File: src/rtl/mem_stage.sv
// mem_stage: memory-access stage of the five-stage pipeline.
//   Loads/stores go to a single-port data memory over a req/ack handshake,
//   with byte-lane generation for stores and sign/zero extension for loads.
//   Every other instruction passes through with one registered cycle.
// Ports:
//   clk, reset            rising-edge clock, async active-high reset
//   ex_valid, opcode, funct3, rd, alu_result, rs2_data   execute-stage bundle
//   mem_ready             stage idle; can accept an instruction
//   dmem_req/we/addr/wdata/be, dmem_rdata/ack           data-memory port
//   wb_valid/we/rd/data   registered write-back bundle
//   mem_err               one-cycle pulse: misaligned, illegal funct3, timeout
module mem_stage #(
  parameter int unsigned DMEM_TIMEOUT = 15  // 1..255
) (
  input  logic        clk,
  input  logic        reset,
  input  logic        ex_valid,
  input  logic [6:0]  opcode,
  input  logic [2:0]  funct3,
  input  logic [4:0]  rd,
  input  logic [31:0] alu_result,
  input  logic [31:0] rs2_data,
  output logic        mem_ready,
  output logic        dmem_req,
  output logic        dmem_we,
  output logic [31:0] dmem_addr,
  output logic [31:0] dmem_wdata,
  output logic [3:0]  dmem_be,
  input  logic [31:0] dmem_rdata,
  input  logic        dmem_ack,
  output logic        wb_valid,
  output logic        wb_we,
  output logic [4:0]  wb_rd,
  output logic [31:0] wb_data,
  output logic        mem_err
);

  localparam logic [6:0] OP_LOAD   = 7'b0000011;
  localparam logic [6:0] OP_STORE  = 7'b0100011;
  localparam logic [6:0] OP_BRANCH = 7'b1100011;
  localparam logic [7:0] CNT_LAST  = 8'(DMEM_TIMEOUT - 1);

  typedef enum logic {S_IDLE, S_ACCESS} state_t;

  state_t      state_q, state_d;
  logic [7:0]  cnt_q, cnt_d;
  logic        we_q, we_d;
  logic [31:0] addr_q, addr_d;
  logic [31:0] wdata_q, wdata_d;
  logic [3:0]  be_q, be_d;
  logic [2:0]  f3_q, f3_d;     // load type of the pending access
  logic [1:0]  off_q, off_d;   // byte offset of the pending access
  logic [4:0]  rd_q, rd_d;     // destination of the pending access
  logic        wbv_q, wbv_d;
  logic        wbwe_q, wbwe_d;
  logic [4:0]  wbrd_q, wbrd_d;
  logic [31:0] wbdata_q, wbdata_d;
  logic        err_q, err_d;

  // decode of the incoming instruction
  logic        is_load, is_store, is_branch, f3_ok, misal, acc_ok, acc_bad;
  logic [3:0]  st_be;
  logic [31:0] st_wdata;
  // load extraction from the returned word
  logic [31:0] ld_shift, ld_data;

  always_comb begin
    is_load   = (opcode == OP_LOAD);
    is_store  = (opcode == OP_STORE);
    is_branch = (opcode == OP_BRANCH);
    f3_ok     = is_load  ? (funct3 inside {3'b000, 3'b001, 3'b010, 3'b100, 3'b101})
                         : (funct3 inside {3'b000, 3'b001, 3'b010});
    // funct3[1:0] encodes access size for every legal load/store
    misal     = ((funct3[1:0] == 2'b01) && alu_result[0]) ||
                ((funct3[1:0] == 2'b10) && (alu_result[1:0] != 2'b00));
    acc_ok    = (is_load || is_store) && f3_ok && !misal;
    acc_bad   = (is_load || is_store) && !(f3_ok && !misal);

    case (funct3[1:0])
      2'b00: begin
        st_be    = 4'b0001 << alu_result[1:0];
        st_wdata = {4{rs2_data[7:0]}};
      end
      2'b01: begin
        st_be    = alu_result[1] ? 4'b1100 : 4'b0011;
        st_wdata = {2{rs2_data[15:0]}};
      end
      default: begin
        st_be    = 4'b1111;
        st_wdata = rs2_data;
      end
    endcase
  end

  always_comb begin
    ld_shift = dmem_rdata >> {off_q, 3'b000};
    case (f3_q)
      3'b000:  ld_data = {{24{ld_shift[7]}},  ld_shift[7:0]};
      3'b001:  ld_data = {{16{ld_shift[15]}}, ld_shift[15:0]};
      3'b100:  ld_data = {24'd0, ld_shift[7:0]};
      3'b101:  ld_data = {16'd0, ld_shift[15:0]};
      default: ld_data = dmem_rdata;
    endcase
  end

  // next-state / output logic
  always_comb begin
    state_d  = state_q;
    cnt_d    = cnt_q;
    we_d     = we_q;
    addr_d   = addr_q;
    wdata_d  = wdata_q;
    be_d     = be_q;
    f3_d     = f3_q;
    off_d    = off_q;
    rd_d     = rd_q;
    wbv_d    = 1'b0;
    err_d    = 1'b0;
    wbwe_d   = wbwe_q;
    wbrd_d   = wbrd_q;
    wbdata_d = wbdata_q;

    case (state_q)
      S_IDLE: begin
        if (ex_valid) begin
          if (acc_ok) begin
            state_d = S_ACCESS;
            cnt_d   = 8'd0;
            we_d    = is_store;
            addr_d  = {alu_result[31:2], 2'b00};
            wdata_d = is_store ? st_wdata : 32'd0;
            be_d    = is_store ? st_be : 4'b0000;
            f3_d    = funct3;
            off_d   = alu_result[1:0];
            rd_d    = rd;
          end else if (acc_bad) begin
            wbv_d  = 1'b1;
            err_d  = 1'b1;
            wbwe_d = 1'b0;
            wbrd_d = rd;
          end else begin
            wbv_d    = 1'b1;
            wbwe_d   = !is_branch && (rd != 5'd0);
            wbrd_d   = rd;
            wbdata_d = alu_result;
          end
        end
      end
      S_ACCESS: begin
        if (dmem_ack) begin
          // ack in the last permitted cycle beats the timeout
          state_d = S_IDLE;
          wbv_d   = 1'b1;
          wbrd_d  = rd_q;
          if (we_q) begin
            wbwe_d = 1'b0;
          end else begin
            wbwe_d   = (rd_q != 5'd0);
            wbdata_d = ld_data;
          end
        end else if (cnt_q == CNT_LAST) begin
          state_d = S_IDLE;
          wbv_d   = 1'b1;
          err_d   = 1'b1;
          wbwe_d  = 1'b0;
          wbrd_d  = rd_q;
        end else begin
          cnt_d = cnt_q + 8'd1;
        end
      end
      default: state_d = S_IDLE;
    endcase
  end

  always_ff @(posedge clk or posedge reset) begin
    if (reset) begin
      state_q  <= S_IDLE;
      cnt_q    <= 8'd0;
      we_q     <= 1'b0;
      addr_q   <= 32'd0;
      wdata_q  <= 32'd0;
      be_q     <= 4'b0000;
      f3_q     <= 3'd0;
      off_q    <= 2'd0;
      rd_q     <= 5'd0;
      wbv_q    <= 1'b0;
      wbwe_q   <= 1'b0;
      wbrd_q   <= 5'd0;
      wbdata_q <= 32'd0;
      err_q    <= 1'b0;
    end else begin
      state_q  <= state_d;
      cnt_q    <= cnt_d;
      we_q     <= we_d;
      addr_q   <= addr_d;
      wdata_q  <= wdata_d;
      be_q     <= be_d;
      f3_q     <= f3_d;
      off_q    <= off_d;
      rd_q     <= rd_d;
      wbv_q    <= wbv_d;
      wbwe_q   <= wbwe_d;
      wbrd_q   <= wbrd_d;
      wbdata_q <= wbdata_d;
      err_q    <= err_d;
    end
  end

  assign mem_ready  = (state_q == S_IDLE);
  assign dmem_req   = (state_q == S_ACCESS);
  assign dmem_we    = we_q;
  assign dmem_addr  = addr_q;
  assign dmem_wdata = wdata_q;
  assign dmem_be    = be_q;
  assign wb_valid   = wbv_q;
  assign wb_we      = wbwe_q;
  assign wb_rd      = wbrd_q;
  assign wb_data    = wbdata_q;
  assign mem_err    = err_q;

endmodule

File: config.mk
export PLATFORM = sky130hd
export DESIGN_NAME = mem_stage
export DESIGN_NICKNAME = d
export VERILOG_FILES = /design/src/rtl/mem_stage.sv
export SDC_FILE = /design/constraint.sdc
export NUM_CORES = 1
export LEC_CHECK = 0
export ABC_AREA = 1
export CORE_MARGIN = 3
export CORE_UTILIZATION = 40
export CTS_CLUSTER_SIZE = 12
export DETAILED_ROUTE_END_ITERATION = 8
export PLACE_DENSITY = 0.73
export SLEW_MARGIN = 20
export SYNTH_ARGS = -nofsm -noshare
export SYNTH_HDL_FRONTEND = slang
export SYNTH_SLANG_ARGS = --single-unit
File: constraint.sdc
create_clock -name clk -period 4.05 [get_ports clk]
set_clock_uncertainty 0.1 [all_clocks]
set_input_delay 0.6075 -clock clk [delete_from_list [all_inputs] [get_ports clk]]
set_output_delay 0.6075 -clock clk [all_outputs]
set_load 0.005 [all_outputs]
### Yosys cells after proc, flatten, opt, wreduce, memory -nomap -nowiden

Cells that the tools add are included.

| operators by class | value |
|---|---|
| add/sub/neg operators | 1 |
| equal/unequal tests | 22 |
| shift operators | 2 |
| mux-type cells | 45 |
| bitwise gates (word level) | 1 |
| reduce and logical (&&, ||, !) cells | 24 |

Operators with widths:

| kind | number |
|---|---|
| $mux W32 | 6 |
| $pmux W32 S2 | 2 |
| $pmux W32 S4 | 1 |
| $mux W8 | 4 |
| $shr A32 B5 Y16 | 1 |
| $mux W5 | 4 |
| $mux W1 | 19 |
| $pmux W8 S2 | 1 |
| $reduce_bool A5 Y1 | 3 |
| $ne A2 B2 Y1 const B | 7 |
| $eq A3 B3 Y1 const B | 4 |
| $pmux W5 S2 | 1 |
| $add A8 B1 Y8 const B | 1 |
| $eq A8 B4 Y1 const B | 1 |
| $mux W4 | 2 |
| $pmux W1 S2 | 4 |
| $pmux W4 S2 | 1 |
| $eq A7 B2 Y1 const B | 1 |
| $eq A7 B6 Y1 const B | 1 |
| $eq A7 B7 Y1 const B | 1 |
| $logic_and A1 B1 Y1 | 7 |
| $eq A3 B1 Y1 const B | 2 |
| $logic_not A3 Y1 | 2 |
| $reduce_and A3 Y1 | 2 |
| other kinds (14) | 17 |

| word-level totals | value |
|---|---|
| flip-flop bits (word level) | 126 |
| input port bits | 115 |
| output and inout bits | 111 |
| logic and storage cells | 109 |

### Depth between registers and ports, before layout

Gate-level depths: netlist of run 1.

| depth | value |
|---|---|
| word-level depth | 11 |
| depth in mapped cells | 11 |
| mapped depth without buffers | 10 |

### Least setup slack after synthesis of run 1

Ideal clock, no wire load.

| path | value |
|---|---|
| path type | input-to-reg |
| start | in funct3[1] |
| end | reg cnt_q[2] |
| library setup time | 0.117 ns |
| arrival time | 1.692 ns |
| required time | 3.833 ns |
| path slack | 2.142 ns |
| stages on the path | 10 |
| path buffers | 4 |
| cell sequence | buf_4 nor2_4 nor2_1 nor2_4 nand4_2 buf_6 buf_6 buf_6 nand3_1 nand2_1 |

| between the ends | value |
|---|---|
| cells in the longest elaborated chain, start to end | 7 |
| elaborated cells on any way between the ends | 18 |
| classes of those cells | eq/ne (7); mux (1); reduce/logical (10) |

Ends and longest elaborated chain:

| element | line | text |
|---|---|---|
| from (decl) | 19 | `input logic [2:0] funct3,` |
| $eq A3 B1 Y1 (tied with other cells) | 71, 72 |  |
| $reduce_bool A5 Y1 (tied with other cells) | 71 | `f3_ok = is_load ? (funct3 inside {3'b000, 3'b001, 3'b010, 3'b100, 3'b101})` |
| $mux W1 or $logic_or A1 B1 Y1 (tied branches) | 71, 74 |  |
| $logic_and A1 B1 Y1 or $logic_not A1 Y1 (tied branches) | 76 | `acc_ok = (is_load \|\| is_store) && f3_ok && !misal;` |
| $logic_and A1 B1 Y1 (*) | 76 |  |
| $ne A2 B1 Y1 (no source line) (*) | - |  |
| $reduce_and A4 Y1 (no source line) (*) | - |  |
| to (signal assigned) | 193 | `cnt_q <= cnt_d;` |
| to (decl) | 46 | `logic [7:0] cnt_q, cnt_d;` |

Mark *: on every way between the ends. The rest lies on a longest branch, timed or not.
A chain may end at the register's enable or synchronous reset.

### Worst setup path after layout of run 1

| path | value |
|---|---|
| start | in funct3[1] |
| end | reg wdata_q[6] (netlist: dmem_wdata[6]) |

| between the ends | value |
|---|---|
| cells in the longest elaborated chain, start to end | 6 |
| elaborated cells on any way between the ends | 17 |
| classes of those cells | eq/ne (6); mux (1); reduce/logical (10) |

Ends and longest elaborated chain:

| element | line | text |
|---|---|---|
| $eq A3 B1 Y1 (tied with other cells) | 71, 72 |  |
| $reduce_bool A5 Y1 (tied with other cells) | 71 |  |
| $mux W1 or $logic_or A1 B1 Y1 (tied branches) | 71, 74 |  |
| $logic_and A1 B1 Y1 or $logic_not A1 Y1 (tied branches) | 76 |  |
| $logic_and A1 B1 Y1 (*) | 76 |  |
| $reduce_and A3 Y1 (no source line) (*) | - |  |
| to (signal assigned) | 196 | `wdata_q <= wdata_d;` |
| to (decl) | 49 | `logic [31:0] wdata_q, wdata_d;` |

Marks and branches as above.

==> results of run 1 <==
==> metal layers <==
metal / up-vias / wire length [um] / share of wire [%] / track usage (%)
met5: - / 0 / 0 / 0
met4: 0 / 361 / 1.8 / 7.69
met3: 23 / 1680 / 8.2 / 6.79
met2: 245 / 9460 / 46 / 35.6
met1: 3045 / 9060 / 44 / 30.9
li1: 3229 / - / - / -
==> worst max-delay path, delay by kind of cell <==
family	cells	cell delay [ns]
buf+inv	3	1.50
simple gates	5	0.85
compound gates	1	0.08
==> kinds of logic after synthesis <==
group / count (synthesis) / synth area share [%]
compound gates: 159 / 13.5
xor+xnor: 5 / 0.666
fa+ha+maj: 2 / 0.381
buf+inv: 141 / 9.48
flops: 126 / 48.0
other cells: 1 / 0.0571
simple gates: 451 / 28.0
==> cell usage after synthesis (all sizes together), types with 2 or more instances <==
library cell	count	share of area, %
dfrtp	126	48
nand4	4	0.48
inv	90	5.1
ha	2	0.38
nor3	14	1.1
o21ai	94	7.5
nand2	319	18
a21oi	32	2.5
clkbuf	19	1.1
o21a	2	0.23
nor2	53	3.4
o22ai	16	1.5
nand3	59	4.5
o211ai	14	1.6
buf	32	3.3
xor2	4	0.53
==> worst min path at each step <==
stage                start          end  cells past startpoint  slack (ns)
2_1_floorplan      rd_q[0]      rd_q[0]                      2        0.37
3_3_place_gp    wb_data[4]   wb_data[4]                      2        0.36
3_5_place_dp   wb_data[11]  wb_data[11]                      2        0.36
4_1_cts        wb_data[11]  wb_data[11]                      2        0.38
5_1_grt        wb_data[13]  wb_data[13]                      2        0.40
6_report       wb_data[25]  wb_data[25]                      2        0.38
==> registers in the layout, indices dropped and copies added, names as in the netlist, 2 cells and up <==
| signal | count |
|---|---|
| dmem_addr | 30 |
| rd_q | 5 |
| dmem_be | 4 |
| wb_data | 32 |
| dmem_wdata | 32 |
| cnt_q | 8 |
| f3_q | 3 |
| wb_rd | 5 |
| off_q | 2 |
==> metrics by stage <==
step	hold slack, ns	area, um2	power (mW)	setup slack (ns)	util [%]
2_1_floorplan	0.370	6580	1.59	1.79	-
3_3_place_gp	0.361	8910	1.88	0.962	55.7
3_5_place_dp	0.364	8910	1.89	0.828	55.7
4_1_cts	0.380	9570	3.60	1.27	59.8
5_1_grt	0.402	9570	3.71	1.03	59.8
6_report	0.377	9570	3.57	1.25	59.8
==> report_power, final <==
group	total [mW]	switching [mW]	internal [mW]
clock	1.71	0.578	1.13
sequential	1.37	0.0468	1.32
combinational	0.493	0.232	0.261
==> final cells by class <==
cell class / count / share of cell area [%]
Timing Repair Buffer: 231 / 24.3
Clock buffer: 19 / 4.73
Clock inverter: 13 / 2.21
Inverter: 90 / 3.57
Tap cell: 216 / 2.82
Sequential cell: 126 / 32.9
Antenna cell: 1 / 0.0261
Multi-Input combinational cell: 619 / 29.4
==> metrics.yaml, run 1 <==
vias: 6542
grt_max_degree: 94
dp_hpwl_mm: 15.0
crit_slowest_cell: "clkdlybuf4s50_1"
cts_hold_buffers: 0
row_count: 46
ys_seq_elements: 126
rr_endpoint: "cnt_q[3]"
fin_setup_tns_ns: 0
synth.yosys.warnings: 0
r2r_cells: 10
timing.final.crit_share_pct: 69.1
path_max_fanout: 25
wirelength_mm: 20.6
start_kind: "input pin"
cts_made_buffers: 17
fmax_mhz: 357
post_drt_wl_per_cell_um: 15.6
ios: 226
grt_pass1_vias: 6168
portBuffers: 223
period_needed_ns: 2.80
ys.flop_type: "dfrtp_1"
netlist-cell-type-count: 32
end_kind: "register"
multi_input_area_um2: 2810
fin_nets: 1202
grt_usage_pct: 22.9
die-area_um2: 18000
r2r-start: "dmem_req"
start_util_pct: 41.1
worstPathArrival_ns: 3.06
async_reset_ff_share_pct: 100
drv_cap: 0
status: "complete, no violations"
peakVddDrop_mv: 0.323
grt_remaining_overflow: 0
cts_sinks: 126
p_leak_nw: 4.60
drv_slew: 0
criticalPathCategory: "input pin to register"
drc: 0
maxSlewHeadroom_pct: 36.5
path_clk_slew_ns: 0.06
endpoint: "dmem_wdata[6]"
critPathLaunch: "funct3[1]"
ctsResizeCount: 0
cts_root_buf: "clkbuf_16"
place_congestion: 0.928
placedCellCount: 1282
final_cells: 1315
finalHoldViolCount: 0
area_delta_synth_final_pct: 45.7
required_ns: 4.31
r2r_slack_ns: 1.51
hp-class: "register to register"
drtAntennaViolNets: 0
yosysSeqAreaShare_pct: 48.0
critPathMaxStageDelay_ns: 0.72
drt_iter0_markers: 389
die_h_um: 134
die_w_um: 134
grt_pass1_wl_mm: 32.9
syn-cell-area_um2: 6570
drive_gt1_share_pct: 5.56
clock_latency_ns: 0.41
power_per_cell_area_nw_per_um2: 373
cts-htree-levels: 4
vias_per_cell: 4.97
synth_edf_count: 0
first_pass_iters: 5
syn-mean-instance-area_um2: 7.43
rsz0062_at_grt: "no"
cts_setup_buffers: 0
netlist_instances: 885
crit_chain: "clkdlybuf4s50_1, inv_2, a21oi_2, nor2_4, nand4_4, buf_4, nor2_2, nand2_1, nand2_1"
mostFrequentLayoutCell: "nand2_1"
cts_tree: "built"
clk_path_buf_depth: 2
final-setup-viol-count: 0
regArea_um2: 3150
worst_slew_pin_slew_ns: 0.950
layout_common_cells: "nand2_1, clkdlybuf4s50_1, dfrtp_1"
coreArea_um2: 16000
fillers: 1475
cpMostUsedCell: "nand2_1"
antenna_found_initial: 1
Note: power is estimated with default switching activity, not from simulation.
==> inputs of run 2 (changes only) <==
--- a/config.mk
+++ b/config.mk
@@ -10,7 +10,7 @@
 export CORE_UTILIZATION = 40
 export CTS_CLUSTER_SIZE = 12
 export DETAILED_ROUTE_END_ITERATION = 8
-export PLACE_DENSITY = 0.73
+export PLACE_DENSITY = 0.7
 export SLEW_MARGIN = 20
 export SYNTH_ARGS = -nofsm -noshare
 export SYNTH_HDL_FRONTEND = slang
==> constraint.sdc (replaced) <==
create_clock -name clk -period 2.9 [get_ports clk]
set_clock_uncertainty 0.1 [all_clocks]
set_input_delay 0.435 -clock clk [delete_from_list [all_inputs] [get_ports clk]]
set_output_delay 0.435 -clock clk [all_outputs]
set_load 0.005 [all_outputs]
==> metrics.yaml, run 2 (synthesized netlist as in run 1, its figures left out) <==
status: "complete, no violations"
final-setup-viol-count: 0
cts_setup_buffers: 0
ios: 226
internal_power_mw: 3.71
die_h_um: 134
required_ns: 2.37
clock_latency_ns: 0.42
pwr-share-seq_pct: 39.2
start_kind: "register"
finalHoldViolCount: 0
die-area_um2: 18000
antenna_found_initial: 0
grt_pass1_vias: 6273
rsz0062_at_grt: "no"
path_clk_slew_ns: 0.05
fmax_mhz: 430
diodes: 0
dr_wl_met3_mm: 1.86
cts_tree: "built"
worstPathArrival_ns: 1.79
start_util_pct: 41.1
coreArea_um2: 16000
setup_slack_ns: 0.572
wirelength_mm: 20.8
fin_setup_tns_ns: 0
ctsResizeCount: 0
final_cells: 1326
cts-htree-levels: 4
drv_slew: 0
area_delta_synth_final_pct: 46.9
place_ws_ns: 0.488
power_per_cell_area_nw_per_um2: 505
met1Wirelength_mm: 9.00
grt_max_degree: 66
end_kind: "primary output"
drt_iter0_markers: 472
peakVddDrop_mv: 0.457
portBuffers: 223
grt_remaining_overflow: 0
drv_cap: 0
fillers: 1520
cts_sinks: 126
path_max_fanout: 25
fin_util_pct: 60.4
p_leak_nw: 4.65
die_w_um: 134
criticalPathCategory: "register to primary output"
drive_gt1_share_pct: 6.40
post_drt_wl_per_cell_um: 15.7
layout_common_cells: "nand2_1, clkdlybuf4s50_1, dfrtp_1"
hp-class: "input pin to async pin"
grt_usage_pct: 23.6
drtAntennaViolNets: 0
clk_path_buf_depth: 2
cts_made_buffers: 17
vias_per_cell: 4.91
placedCellCount: 1294
r2r_slack_ns: 0.77
power_frac_comb_pct: 14.7
met2_length_mm: 9.52
timing.final.crit_share_pct: 80.3
grt_pass1_wl_mm: 33.6
vias: 6510
first_pass_iters: 6
place_congestion: 0.849
drc: 0
maxSlewHeadroom_pct: 60.3
mostFrequentLayoutCell: "nand2_1"
dp_hpwl_mm: 15.5
cts_root_buf: "clkbuf_16"
period_needed_ns: 2.33
p_sw_mw: 1.16
row_count: 46
sw_frac_of_total_pct: 23.9
pwr-share-clk_pct: 46.1
topRoutingLayerUsed: "met4"
worst_slew_pin_slew_ns: 0.592
cts_hold_buffers: 0
fin_nets: 1214
[run 2: changes by cell type in the layout (fill, tap and decap cells not counted)]
| cell | previous run | this run |
|---|---|---|
| clkbuf_1 | 0 | 2 |
| buf_4 | 5 | 14 |
| clkinvlp_4 | 2 | 3 |
| diode_2 | 1 | 0 |
| bufinv_16 | 5 | 4 |
| clkinv_4 | 4 | 1 |
| inv_6 | 1 | 0 |
| clkinv_2 | 2 | 4 |
| buf_12 | 3 | 6 |
[run 2: stage by stage]
stage / hold WS [ns] / area (um2) / total power, mW
after CTS: 0.340 / 9660 / 4.92
after detailed placement: 0.364 / 9030 / 2.66
after global routing: 0.360 / 9660 / 5.08
final: 0.336 / 9660 / 4.87
after global placement: 0.362 / 9030 / 2.65
after floorplan: 0.370 / 6580 / 2.22
[run 2: worst paths after layout]
check,from,end,cells past startpoint
setup / recovery,dmem_req,mem_ready,2
setup reg to reg,off_q[1],wb_data[31],6
min in group clk,wb_data[10],wb_data[10],2
hold reg to reg,wb_data[10],wb_data[10],2
max in group asynchronous,reset,wb_data[19],3
hold / removal,reset,dmem_addr[13],2
[run 2: power by group through the flow]
stage | clock (mW) | combinational [mW] | sequential (mW)
final | 2.25 | 0.717 | 1.91
after global routing | 2.37 | 0.793 | 1.92
after global placement | 0 | 0.711 | 1.94
after floorplan | 0 | 0.283 | 1.94
after CTS | 2.29 | 0.723 | 1.91
after detailed placement | 0 | 0.718 | 1.94
[run 2: final cells by class]
cell class / count / area [um2] / area share (%)
well taps: 216 / 270 / 2.80
clock inverters: 11 / 164 / 1.70
flip-flops and latches: 126 / 3150 / 32.6
inverters: 90 / 342 / 3.54
repair buffers: 243 / 2460 / 25.4
clock buffers: 21 / 460 / 4.77
multi-input cells: 619 / 2810 / 29.1
[run 2: per-layer routing]
metal  vias to the layer above  GRT usage [%]
met5                         -              0
met4                         0           7.35
met3                        27           8.29
met2                       236           36.3
met1                      2989           31.4
li1                       3258              -
[run 2: critical path, stage by stage, from the launching register on]
cell and delay (ns):
dfrtp_1 0.46, inv_2 0.33, clkdlybuf4s50_1 0.59
==> inputs of run 3 (changes only) <==
==> constraint.sdc (replaced) <==
create_clock -name clk -period 2.2 [get_ports clk]
set_clock_uncertainty 0.1 [all_clocks]
set_input_delay 0.33 -clock clk [delete_from_list [all_inputs] [get_ports clk]]
set_output_delay 0.33 -clock clk [all_outputs]
set_load 0.005 [all_outputs]
==> metrics.yaml, run 3 (synthesized netlist as in run 1, its figures left out) <==
status: "complete, no violations"
cts_sinks: 126
mostFrequentLayoutCell: "nand2_1"
antenna_found_initial: 0
start_util_pct: 41.1
first_pass_iters: 5
fmax_mhz: 506
coreArea_um2: 16000
grt_remaining_overflow: 0
r2r-start: "off_q[1]"
finalHoldViolCount: 0
drv_slew: 0
portBuffers: 223
power_per_cell_area_nw_per_um2: 650
rsz0062_at_grt: "no"
path_clk_slew_ns: 0.06
dp_hpwl_mm: 15.6
cts_root_buf: "clkbuf_16"
wirelength_mm: 20.6
dr_wl_met3_mm: 1.81
drt_iter0_markers: 435
die-area_um2: 18000
grt_max_degree: 69
p_leak_nw: 4.72
die_h_um: 134
cts_made_buffers: 17
grt_usage_pct: 23.4
clk_path_buf_depth: 2
path_max_fanout: 6
fin_util_pct: 61.1
final-setup-viol-count: 0
cts_hold_buffers: 0
diodes: 0
cts_setup_buffers: 0
critPathLaunch: "dmem_req"
period_needed_ns: 1.98
ctsResizeCount: 0
topRoutingLayerUsed: "met4"
peakVddDrop_mv: 0.581
area_delta_synth_final_pct: 48.8
cts_tree: "built"
place_congestion: 0.868
post_drt_wl_per_cell_um: 15.4
final_cells: 1339
required_ns: 1.77
timing.final.crit_share_pct: 89.8
ios: 226
fin_nets: 1227
drtAntennaViolNets: 0
drc: 0
drv_cap: 0
die_w_um: 134
clock_latency_ns: 0.42
met1Wirelength_mm: 8.91
grt_pass1_wl_mm: 33.6
grt_pass1_vias: 6392
worstPathArrival_ns: 1.55
vias_per_cell: 4.91
layout_common_cells: "nand2_1, clkdlybuf4s50_1, dfrtp_1"
row_count: 46
vias: 6575
met2_length_mm: 9.42
end_kind: "primary output"
hp-class: "input pin to async pin"
placedCellCount: 1307
cts-htree-levels: 4
criticalPathCategory: "register to primary output"
start_kind: "register"
drive_gt1_share_pct: 7.48
[run 3: routing by layer]
metal / up-vias / GRT usage [%]
li1: 3279 / -
met1: 3005 / 30.7
met2: 259 / 36.7
met3: 32 / 7.65
met4: 0 / 7.98
met5: - / 0
[run 3: layout make-up]
cell class | instances | area [um2]
Timing Repair Buffer | 256 | 2590
Tap cell | 216 | 270
Inverter | 90 | 342
Fill cell | 1487 | 6220
Clock buffer | 27 | 533
Clock inverter | 5 | 75.1
Multi-Input combinational cell | 619 | 2810
Sequential cell | 126 | 3150
[run 3: worst paths after layout]
kind	endpoint	slack (ns)	cells past startpoint
max in group asynchronous	wb_data[8]	1.23	3
min	mem_err	0.18	2
min in group clk	wb_data[21]	0.38	2
max reg2reg	wb_data[31]	0.25	6
max	mem_ready	0.22	2
min reg2reg	wb_data[21]	0.38	2
[run 3: per-stage QoR]
step                      hold slack, ns  area (um2)  TNS, ns  power (mW)  setup slack (ns)
after floorplan                    0.340        6580        0        2.93             0.217
after global placement             0.362        9170    -1.54        3.51           -0.0545
after detailed placement           0.365        9170   -0.423        3.52           -0.0446
after CTS                          0.171        9780        0        6.42             0.136
after global routing               0.198        9780        0        6.63             0.103
final                              0.177        9780        0        6.36             0.224
[run 3: worst max-delay path, stage by stage, from the launching register on]
cell	delay, ns
dfrtp_1	0.46
inv_2	0.15
clkdlybuf4s50_1	0.53
[run 3: power by group]
group	total, mW	switching [mW]	leakage [nW]	internal, mW
sequential	2.52	0.0794	1.67	2.44
clock	2.88	1.00	0.303	1.88
combinational	0.960	0.440	2.75	0.520
